## src/rtl/syscall_console_if.sv

```systemverilog
`default_nettype none
// ============================================================================
//  Module   : syscall_console_if
//  Purpose  : Syscall request and console byte-stream signals shared between
//             the processor controller / console sink and syscall_console.
//  Revision : 1.0  initial release
// ============================================================================
interface syscall_console_if;
    logic        syscall;
    logic [31:0] v0;
    logic [31:0] a0;
    logic        stall;
    logic [7:0]  out_data;
    logic        out_valid;
    logic        out_ready;
    logic        halted;
    logic        bad_code;

    // Controller plus console sink side
    modport master (
        output syscall, v0, a0, out_ready,
        input  stall, out_data, out_valid, halted, bad_code
    );

    // Console unit side
    modport slave (
        input  syscall, v0, a0, out_ready,
        output stall, out_data, out_valid, halted, bad_code
    );
endinterface
`default_nettype wire

```

## src/rtl/syscall_console.sv

```systemverilog
`default_nettype none
// ============================================================================
//  Module   : syscall_console
//  Purpose  : Services print-char, print-int and exit syscalls. Characters
//             and decimal digits go through a byte FIFO to the console sink;
//             the processor is stalled while a service is still in progress.
//  Revision : 1.0  initial release
// ============================================================================
module syscall_console #(
    parameter int FIFO_DEPTH = 8
) (
    input  logic            clk,
    input  logic            reset_n,
    syscall_console_if.slave bus
);

    localparam int             AW         = $clog2(FIFO_DEPTH);
    localparam logic [AW:0]    c_depth    = (AW+1)'(FIFO_DEPTH);
    localparam logic [AW:0]    c_cnt_one  = 1;
    localparam logic [AW-1:0]  c_ptr_one  = 1;
    localparam logic [31:0]    c_v0_int   = 32'd1;
    localparam logic [31:0]    c_v0_exit  = 32'd10;
    localparam logic [31:0]    c_v0_char  = 32'd11;
    localparam logic [7:0]     c_minus    = 8'h2D;
    localparam logic [7:0]     c_zero_chr = 8'h30;

    typedef enum logic [1:0] {
        S_IDLE      = 2'd0,
        S_WAIT_CHAR = 2'd1,
        S_CONV      = 2'd2
    } state_t;

    // Controller state
    state_t        r_state;
    logic          r_stall;
    logic          r_exit_pending;
    logic          r_bad_code;
    logic [7:0]    r_char;
    logic [31:0]   r_mag;
    logic [3:0]    r_pidx;
    logic [3:0]    r_digit;
    logic          r_seen_nz;
    logic          r_neg_pending;

    // Output FIFO
    logic [7:0]    r_mem [FIFO_DEPTH];
    logic [AW-1:0] r_wr_ptr;
    logic [AW-1:0] r_rd_ptr;
    logic [AW:0]   r_count;

    logic          w_full;
    logic          w_empty;
    logic          w_accept;
    logic          w_pop;
    logic [31:0]   w_pow;
    logic          w_ge;
    logic          w_lead_zero;
    logic          w_push_req;
    logic [7:0]    w_push_data;
    logic          w_push;
    logic          w_hold;

    // Power of ten selected by the conversion index (0 -> 1, 9 -> 10^9)
    function automatic logic [31:0] pow10(input logic [3:0] idx);
        case (idx)
            4'd0:    pow10 = 32'd1;
            4'd1:    pow10 = 32'd10;
            4'd2:    pow10 = 32'd100;
            4'd3:    pow10 = 32'd1000;
            4'd4:    pow10 = 32'd10000;
            4'd5:    pow10 = 32'd100000;
            4'd6:    pow10 = 32'd1000000;
            4'd7:    pow10 = 32'd10000000;
            4'd8:    pow10 = 32'd100000000;
            default: pow10 = 32'd1000000000;
        endcase
    endfunction

    assign w_full      = (r_count == c_depth);
    assign w_empty     = (r_count == '0);
    assign w_accept    = bus.syscall && !r_stall && !r_exit_pending;
    assign w_pop       = !w_empty && bus.out_ready;
    assign w_pow       = pow10(r_pidx);
    assign w_ge        = (r_mag >= w_pow);
    // A zero digit is suppressed until a nonzero digit appears, except the
    // units digit so that a value of zero still prints "0".
    assign w_lead_zero = !r_seen_nz && (r_digit == 4'd0) && (r_pidx != 4'd0);

    // Decide which byte, if any, the controller wants to push this cycle
    always_comb begin
        w_push_req  = 1'b0;
        w_push_data = 8'h00;
        case (r_state)
            S_IDLE: begin
                if (w_accept && bus.v0 == c_v0_char) begin
                    w_push_req  = 1'b1;
                    w_push_data = bus.a0[7:0];
                end
            end
            S_WAIT_CHAR: begin
                w_push_req  = 1'b1;
                w_push_data = r_char;
            end
            S_CONV: begin
                if (r_neg_pending) begin
                    w_push_req  = 1'b1;
                    w_push_data = c_minus;
                end else if (!w_ge && !w_lead_zero) begin
                    w_push_req  = 1'b1;
                    w_push_data = c_zero_chr + {4'b0000, r_digit};
                end
            end
            default: ;
        endcase
    end

    // A full FIFO refuses the push and freezes the requesting state
    assign w_push = w_push_req && !w_full;
    assign w_hold = w_push_req && w_full;

    // Syscall controller: decode, wait-for-space and decimal conversion
    always_ff @(posedge clk or negedge reset_n) begin
        if (!reset_n) begin
            r_state        <= S_IDLE;
            r_stall        <= 1'b0;
            r_exit_pending <= 1'b0;
            r_bad_code     <= 1'b0;
            r_char         <= 8'h00;
            r_mag          <= 32'd0;
            r_pidx         <= 4'd0;
            r_digit        <= 4'd0;
            r_seen_nz      <= 1'b0;
            r_neg_pending  <= 1'b0;
        end else begin
            case (r_state)
                S_IDLE: begin
                    if (w_accept) begin
                        if (bus.v0 == c_v0_char) begin
                            if (w_full) begin
                                r_char  <= bus.a0[7:0];
                                r_state <= S_WAIT_CHAR;
                                r_stall <= 1'b1;
                            end
                        end else if (bus.v0 == c_v0_int) begin
                            r_mag         <= bus.a0[31] ? (~bus.a0 + 32'd1) : bus.a0;
                            r_neg_pending <= bus.a0[31];
                            r_pidx        <= 4'd9;
                            r_digit       <= 4'd0;
                            r_seen_nz     <= 1'b0;
                            r_state       <= S_CONV;
                            r_stall       <= 1'b1;
                        end else if (bus.v0 == c_v0_exit) begin
                            r_exit_pending <= 1'b1;
                        end else begin
                            r_bad_code <= 1'b1;
                        end
                    end
                end
                S_WAIT_CHAR: begin
                    if (!w_full) begin
                        r_state <= S_IDLE;
                        r_stall <= 1'b0;
                    end
                end
                S_CONV: begin
                    if (!w_hold) begin
                        if (r_neg_pending) begin
                            r_neg_pending <= 1'b0;
                        end else if (w_ge) begin
                            r_mag   <= r_mag - w_pow;
                            r_digit <= r_digit + 4'd1;
                        end else begin
                            if (r_digit != 4'd0) begin
                                r_seen_nz <= 1'b1;
                            end
                            r_digit <= 4'd0;
                            if (r_pidx == 4'd0) begin
                                r_state <= S_IDLE;
                                r_stall <= 1'b0;
                            end else begin
                                r_pidx <= r_pidx - 4'd1;
                            end
                        end
                    end
                end
                default: begin
                    r_state <= S_IDLE;
                    r_stall <= 1'b0;
                end
            endcase
        end
    end

    // FIFO pointers and occupancy; reset discards every pending byte
    always_ff @(posedge clk or negedge reset_n) begin
        if (!reset_n) begin
            r_wr_ptr <= '0;
            r_rd_ptr <= '0;
            r_count  <= '0;
        end else begin
            if (w_push) begin
                r_wr_ptr <= r_wr_ptr + c_ptr_one;
            end
            if (w_pop) begin
                r_rd_ptr <= r_rd_ptr + c_ptr_one;
            end
            case ({w_push, w_pop})
                2'b10:   r_count <= r_count + c_cnt_one;
                2'b01:   r_count <= r_count - c_cnt_one;
                default: r_count <= r_count;
            endcase
        end
    end

    // FIFO storage; contents are only visible while the count says valid
    always_ff @(posedge clk) begin
        if (w_push) begin
            r_mem[r_wr_ptr] <= w_push_data;
        end
    end

    assign bus.stall     = r_stall;
    assign bus.out_valid = !w_empty;
    assign bus.out_data  = w_empty ? 8'h00 : r_mem[r_rd_ptr];
    assign bus.bad_code  = r_bad_code;
    // Once exit is pending no further syscall can push, so this stays high
    assign bus.halted    = r_exit_pending && (r_state == S_IDLE) && w_empty;

endmodule
`default_nettype wire

```

## src/flat_wrapper.sv

```systemverilog
// flat-port wrapper written by rule: the top's interface ports become plain ports
module syscall_console_flat 
#(
    parameter int FIFO_DEPTH = 8
)
  (clk, reset_n, bus_syscall, bus_v0, bus_a0, bus_out_ready, bus_stall, bus_out_data, bus_out_valid, bus_halted, bus_bad_code);
  syscall_console_if bus_i ();
  input  logic clk;
  input  logic reset_n;
  input wire logic [$bits(bus_i.syscall)-1:0] bus_syscall;
  input wire logic [$bits(bus_i.v0)-1:0] bus_v0;
  input wire logic [$bits(bus_i.a0)-1:0] bus_a0;
  input wire logic [$bits(bus_i.out_ready)-1:0] bus_out_ready;
  output wire logic [$bits(bus_i.stall)-1:0] bus_stall;
  output wire logic [$bits(bus_i.out_data)-1:0] bus_out_data;
  output wire logic [$bits(bus_i.out_valid)-1:0] bus_out_valid;
  output wire logic [$bits(bus_i.halted)-1:0] bus_halted;
  output wire logic [$bits(bus_i.bad_code)-1:0] bus_bad_code;
  assign bus_i.syscall = bus_syscall;
  assign bus_i.v0 = bus_v0;
  assign bus_i.a0 = bus_a0;
  assign bus_i.out_ready = bus_out_ready;
  assign bus_stall = bus_i.stall;
  assign bus_out_data = bus_i.out_data;
  assign bus_out_valid = bus_i.out_valid;
  assign bus_halted = bus_i.halted;
  assign bus_bad_code = bus_i.bad_code;
  syscall_console #(.FIFO_DEPTH(FIFO_DEPTH)) u_core (.clk(clk), .reset_n(reset_n), .bus(bus_i));
endmodule
```

## config.mk

```make
export PLATFORM = sky130hd
export DESIGN_NAME = syscall_console_flat
export DESIGN_NICKNAME = d
export VERILOG_FILES = /design/src/rtl/syscall_console_if.sv /design/src/rtl/syscall_console.sv /design/src/flat_wrapper.sv
export SDC_FILE = /design/constraint.sdc
export NUM_CORES = 1
export LEC_CHECK = 0
export CAP_MARGIN = 20
export CORE_MARGIN = 3
export CORE_UTILIZATION = 30
export CTS_BUF_LIST = sky130_fd_sc_hd__clkbuf_16
export DETAILED_ROUTE_END_ITERATION = 8
export PLACE_DENSITY = 0.55
export RECOVER_POWER = 50
export SYNTH_ARGS = -nofsm -noshare
export SYNTH_HDL_FRONTEND = slang
export SYNTH_SLANG_ARGS = --single-unit
```

## constraint.sdc

```tcl
create_clock -name clk -period 12.7 [get_ports clk]
set_clock_uncertainty 0.15 [all_clocks]
set_input_delay 2.54 -clock clk [delete_from_list [all_inputs] [get_ports clk]]
set_output_delay 2.54 -clock clk [all_outputs]
set_load 0.05 [all_outputs]
```

[Yosys cells after proc, flatten, opt, wreduce, memory -nomap -nowiden]
Memory sizes are Yosys's and may differ from the RTL's.
Index checks and enable logic that the tools add are counted.
Cells by class
  order comparisons: 1
  mux-type cells: 68
  add/subtract/negate cells: 9
  reductions and logical operators: 35
  bitwise gates (word level): 4
  equal/unequal tests: 21
Operator list (count)
  2-to-1 mux 32 bit: 7
  == test 32 x 4 -> 1 bit (second input constant): 2
  one-hot mux 32 bit (2 select lines): 1
  2-to-1 mux 4 bit: 13
  adder 32 x 1 -> 32 bit (second input constant): 1
  == test 32 x 1 -> 1 bit (second input constant): 1
  >= comparator 32 bit: 1
  2-to-1 mux 8 bit: 4
  inverter 32 bit: 1
  subtractor 32 bit: 1
  2-to-1 mux 1 bit: 25
  one-hot mux 4 bit (2 select lines): 3
  one-hot mux 8 bit (3 select lines): 1
  AND reduction 8 bit: 3
  2-to-1 mux 2 bit: 9
  AND reduction 5 bit: 3
  logical NOT 4 bit: 3
  inequality test 2 bit (second input constant): 6
  logical AND 1 bit: 11
  inequality test 2 x 1 -> 1 bit (second input constant): 5
  adder 4 x 1 -> 4 bit (second input constant): 2
  nonzero test 4 bit: 2
  subtractor 4 x 1 -> 4 bit (second input constant): 2
  adder 6 x 4 -> 7 bit (first input constant): 1
  16 further kinds: 30
Storage, ports and cells
  output and inout port bits: 12
  bits in writable memories: 64
  memories: 2
  logic and storage cells: 153
  bits in registers: 65
  bits in read-only memories: 480
Memory list
  (no name shown): words 16, width 30, read ports 1, clocked after memory_dff 0, wr ports 0, RTL line syscall_console.sv:65  | case (idx)
  u_core.r_mem: words 8, width 8, read ports 1, clocked after memory_dff 0, wr ports 1, RTL line syscall_console.sv:46  | logic [7:0] r_mem [FIFO_DEPTH];

[Longest topological paths before layout]
  depth in word-level cells: 11
  depth in mapped cells: 22

[Least setup slack after synthesis]
OpenSTA, ideal clock, no wires.
  path type: input port to flip-flop
  from: input port bus_v0[13]
  to: memory u_core.r_mem[0][0] (enable)
  library setup time: 0.395 ns
  path buffers: 0
  data arrival time: 4.873 ns
  cell stages on the path: 9
  setup slack: 7.282 ns
  cells stage by stage: nor4_1 > nand4_1 > nor3_1 > nand2_1 > nor2_1 > nor2_1 > o211ai_2 > nand2_1 > nor4_1
Between the ends
  cells in the longest elaborated chain, start to end: 7
Ends and longest elaborated chain
  from (decl): RTL line flat_wrapper.sv:11  | input wire logic [$bits(bus_i.v0)-1:0] bus_v0;
  == test 32 x 4 -> 1 bit: RTL line syscall_console.sv:95  | if (w_accept && bus.v0 == c_v0_char) begin
  logical AND 1 bit: RTL line syscall_console.sv:95
  2-to-1 mux 1 bit: RTL line syscall_console.sv:95
  one-hot mux 1 bit (3 select lines): RTL line syscall_console.sv:93  | case (r_state)
  logical AND 1 bit: RTL line syscall_console.sv:118  | assign w_push = w_push_req && !w_full;
  2-to-1 mux 1 bit: RTL line syscall_console.sv:217  | if (w_push) begin
  2-to-1 mux 1 bit (implied by the code): RTL line syscall_console.sv:218  | r_mem[r_wr_ptr] <= w_push_data;
  to (decl): RTL line syscall_console.sv:46
Every way passes these cells.

[Worst setup path after layout]
  from: register u_core.r_pidx[0]
  to: register u_core.r_count[2]
Between the ends
  cells in the longest elaborated chain, start to end: 10
Ends and longest elaborated chain
  from (decl): RTL line syscall_console.sv:40  | logic [3:0] r_pidx;
  from (signal assigned): RTL line syscall_console.sv:181  | r_pidx <= r_pidx - 4'd1;
  memory (16 x 30 bit) or nonzero test 4 bit (tied branches)
  >= comparator 32 bit or logical AND 1 bit (tied branches): RTL line syscall_console.sv:84, syscall_console.sv:87
  logical NOT 1 bit: RTL line syscall_console.sv:108  | end else if (!w_ge && !w_lead_zero) begin
  logical AND 1 bit *: RTL line syscall_console.sv:108
  2-to-1 mux 1 bit *: RTL line syscall_console.sv:108
  2-to-1 mux 1 bit *: RTL line syscall_console.sv:105  | if (r_neg_pending) begin
  one-hot mux 1 bit (3 select lines) *: RTL line syscall_console.sv:93
  logical AND 1 bit *: RTL line syscall_console.sv:118
  == test 2 x 1 -> 1 bit or == test 2 bit (tied branches): RTL line syscall_console.sv:207  | case ({w_push, w_pop})
  one-hot mux 4 bit (2 select lines) or nonzero test 2 bit (tied branches)
  to (signal assigned): RTL line syscall_console.sv:208  | 2'b10: r_count <= r_count + c_cnt_one;
  to (signal assigned): RTL line syscall_console.sv:209  | 2'b01: r_count <= r_count - c_cnt_one;
  to (signal assigned): RTL line syscall_console.sv:210  | default: r_count <= r_count;
  to (decl): RTL line syscall_console.sv:49  | logic [AW:0] r_count;
Mark *: on every way between the ends. The rest lies on a longest branch, timed or not.
A chain may end at the register's enable or synchronous reset.

==> qor.yml <==
critical_path:
  crit_top_cell: "ha_1"
  crit_path_cell_trace: "inv_1 > ha_1 > ha_1 > nor2b_1 > ha_1 > fa_1 > nand2b_1 > a21oi_1 > o41a_1 > a221oi_1 > o21a_1 > o21ai_0 > o211ai_1 > nand2_1 > ha_1 > xor2_1 > ha_1 > a21oi_1 > xor2_1 > nor2_1 > xor2_1"
  critical-path-max-stage-delay_ps: 870
  worst_path_dominant_cell_family: "compound AO/OA/AOI/OAI gates"
  timing.setup.critical_path_class: "reg -> reg"
  timing.critical_path.arrival_ps: 6490
  timing.critical_path.from_type: "flip-flop"
  worstSetupEndpointType: "flip-flop"
  slowest_stage: "a221oi_1"
  path_max_fanout: 9
  worst-path-buf-inv: 1
  worst_ep_required_time_ps: 12850
clock_tree:
  cts_resized: 0
  h-tree-depth: 4
  clock_sinks: 129
  postCtsHoldBufs: 0
  cts-buffers-inserted: 17
  root_buffer: "clkbuf_16"
  cts_setup_buffers: 0
  worstSkewPairLatency_ps: 420
  ctsLongestPathBuffers: 2
  tritoncts: "yes"
  cts.clk_slew.worst_paths_ps: 70
logic_synthesis:
  fraction_of_registers_with_async_set_or_reset_after_synthesis: 0.504
  synth.yosys.seq_area_share: 0.423
  post-synth-top-area-fraction: 0.229
  xor_xnor_portion_of_the_synthesized_cell_area: 0.0595
  number_of_enable_flip_flop_cells_after_synthesis: 64
  synth_adder_area_share: 0.0710
  ys_top_cells_by_area: "edfxtp_1 (23%), dfrtp_1 (19%), ha_1 (6.9%)"
  synthesis.yosys.warnings: 0
  synth-compound-area-share: 0.184
  synth_mux_area_frac: 0.0761
  synth.largest_area_cell: "edfxtp_1"
  combinational_family_with_the_most_area_after_synthesis: "compound AO/OA/AOI/OAI gates"
  syn_inst_count: 847
  synth.ff_latch_count: 129
  synth_area_mm2: 0.00839
  synth_area_per_inst_um2: 9.90
  yosys.cell_types.count: 75
  synth_fp_nets: 962
  synthSimpleGateAreaFrac: 0.160
  ys_dominant_reg_cell: "dfrtp_1"
timing:
  fmax_mhz: 158
  timing.setup.tns_ps: 0
  timing_worst_slew_pin_value_ps: 3890
  hold_viol: 0
  post-route-worst-setup-slack_ps: 6360
  hold_slack_ps: 329
  final-setup-viol-count: 0
  slew_headroom: -1.59
  final_period_minus_worst_setup_slack_ps: 6340
  final_max_slew_viol_count: 66
  period_share: 0.499
  setup_repair_after_global_routing_missed_its_margin: "false"
run_status:
  run_status: "finished with violations"
  violations: "capacitance limit, slew limit"
layout:
  multiInputGateArea_mm2: 0.00462
  finalNetCount: 1031
  fraction_of_final_layout_cells_sized_beyond_drive_strength_1: 0.0893
  regArea_mm2: 0.00355
  filler_cell_count: 2771
  antenna_cells: 0
  layout_overhead_on_the_synthesized_area_pct: 21.3
  stdcell_area_mm2: 0.0102
drt:
  routed_via_density: 5.14
  antenna_violating_nets_post_route: 0
  vias: 6688
  post-route-drc-count: 0
  routed_wire_length_per_instance_um: 17.2
  routed_wirelength_um: 22400
  drt-pass1-iter-count: 5
  drtIter0Drc: 426
floorplanning:
  start_util: 0.308
  core_area_mm2: 0.0273
  die_height_um: 173
  fp.dieArea_mm2: 0.0300
  number_of_cell_rows: 60
  ios: 80
  die_w_um: 173
place:
  dp_hpwl_um: 16400
  port_buffers: 79
  postPlaceCellArea_mm2: 0.00956
  place.gp.congestion: 0.834
  dp_worst_setup_slack_ps: 6160
global_routing:
  grt_first_pass_wirelength_um: 36400
  grt_pass1_vias: 6699
  initial_antenna_violation_count: 0
  grt_max_degree: 66
  globalRouteTotalUtil: 0.151
  grt_overflow: 0
min_path:
  worst_hold_class: "reg -> reg"
flow_run:
  drv.max_cap_violation_count: 1
power:
  leakagePower_uw: 0.00388
  power_density_over_the_cells_mw_per_mm2: 114
  power.ir.vdd_worst_v: 0.0000722
-- final timing paths --
check / end / startpoint / slack (ps) / cells after the start
min reg2reg: u_core.r_mag[12]$_DFFE_PN0P_ / u_core.r_mag[12]$_DFFE_PN0P_ / 330 / 2
min: u_core.r_mag[12]$_DFFE_PN0P_ / u_core.r_mag[12]$_DFFE_PN0P_ / 330 / 2
min in group asynchronous: u_core.r_mag[31]$_DFFE_PN0P_ / reset_n / 3320 / 1
max reg2reg: u_core.r_count[2]$_DFFE_PN0P_ / u_core.r_pidx[0]$_DFFE_PN0P_ / 6360 / 21
max in group asynchronous: u_core.r_pidx[2]$_DFFE_PN0P_ / reset_n / 6910 / 1
max: u_core.r_count[2]$_DFFE_PN0P_ / u_core.r_pidx[0]$_DFFE_PN0P_ / 6360 / 21
-- per-stage QoR --
stage          std cells  power (uW)   util
3_5_place_dp        1265         679  0.351
6_report            1301        1160  0.373
2_1_floorplan        847         606      -
5_1_grt             1301        1220  0.373
4_1_cts             1297        1170  0.372
3_3_place_gp        1265         676  0.351
-- cells by family (layout without fill, tap and decap cells) --
group           Yosys count  in the layout
flops                   129            129
fa+ha+maj                47             47
simple gates            282            282
compound gates          233            233
buf+inv                  57            139
mux                      42             42
xor+xnor                 57             57
-- placed cells by master, fill, tap and decap left out, types with 22 or more instances in the layout --
cell type,instances
nor2_1,74
dfrtp_1,65
ha_1,46
xor2_1,26
nand2_1,96
xnor2_1,31
o21ai_0,47
edfxtp_1,64
nor3_1,22
a21oi_1,60
clkdlybuf4s50_1,73
-- power breakdown --
part / internal, uW / switching [uW]
Clock: 263 / 222
Sequential: 447 / 36.2
Combinational: 97.5 / 95.0
-- synth_stat cells, drive strengths merged, types with 6 or more instances --
cell / instances
nor2: 74
nor2b: 9
nor4: 13
dfrtp: 65
xor2: 26
xnor2: 31
o21ai: 55
clkbuf: 30
inv: 17
a21o: 15
a21oi: 60
o211ai: 11
mux2: 14
a221o: 7
nand3: 17
ha: 46
or3: 7
o31ai: 14
nand2b: 14
a211oi: 9
o21a: 8
mux2i: 12
nor3: 22
nand4: 6
o41ai: 7
buf: 9
edfxtp: 64
nand2: 96
mux4: 16
a31oi: 10
-- sequential cells by signal, indices dropped and copies added, names as in the netlist --
register / count
u_core.bus.bad_code: 1
u_core.bus.stall: 1
u_core.r_char: 8
u_core.r_count: 4
u_core.r_digit: 4
u_core.r_exit_pending: 1
u_core.r_mag: 32
u_core.r_mem: 64
u_core.r_neg_pending: 1
u_core.r_pidx: 4
u_core.r_rd_ptr: 3
u_core.r_seen_nz: 1
u_core.r_state: 2
u_core.r_wr_ptr: 3
-- final cells by class --
| type | instances | area share |
|---|---|---|
| Clock inverter | 15 | 0.0159 |
| Multi-Input combinational cell | 661 | 0.454 |
| Clock buffer | 17 | 0.0418 |
| Sequential cell | 129 | 0.349 |
| Timing Repair Buffer | 89 | 0.0866 |
| Inverter | 18 | 0.00664 |
| Tap cell | 372 | 0.0458 |
-- worst reg2reg max path, delay by kind of cell, from the launching register on --
kind            cells  cell delay (ps)
xor+xnor            3              450
compound gates      7             2760
simple gates        4              730
buf+inv             1              160
fa+ha+maj           6             1490
flops               1              490
-- layer usage --
layer,vias to the layer above,part of all wire,track usage
met3,12,0.042,0.0346
met1,3229,0.48,0.205
met4,0,0.0074,0.0297
met5,-,0,0
li1,3306,-,-
met2,141,0.47,0.248
(Power assumes the default switching activity.)
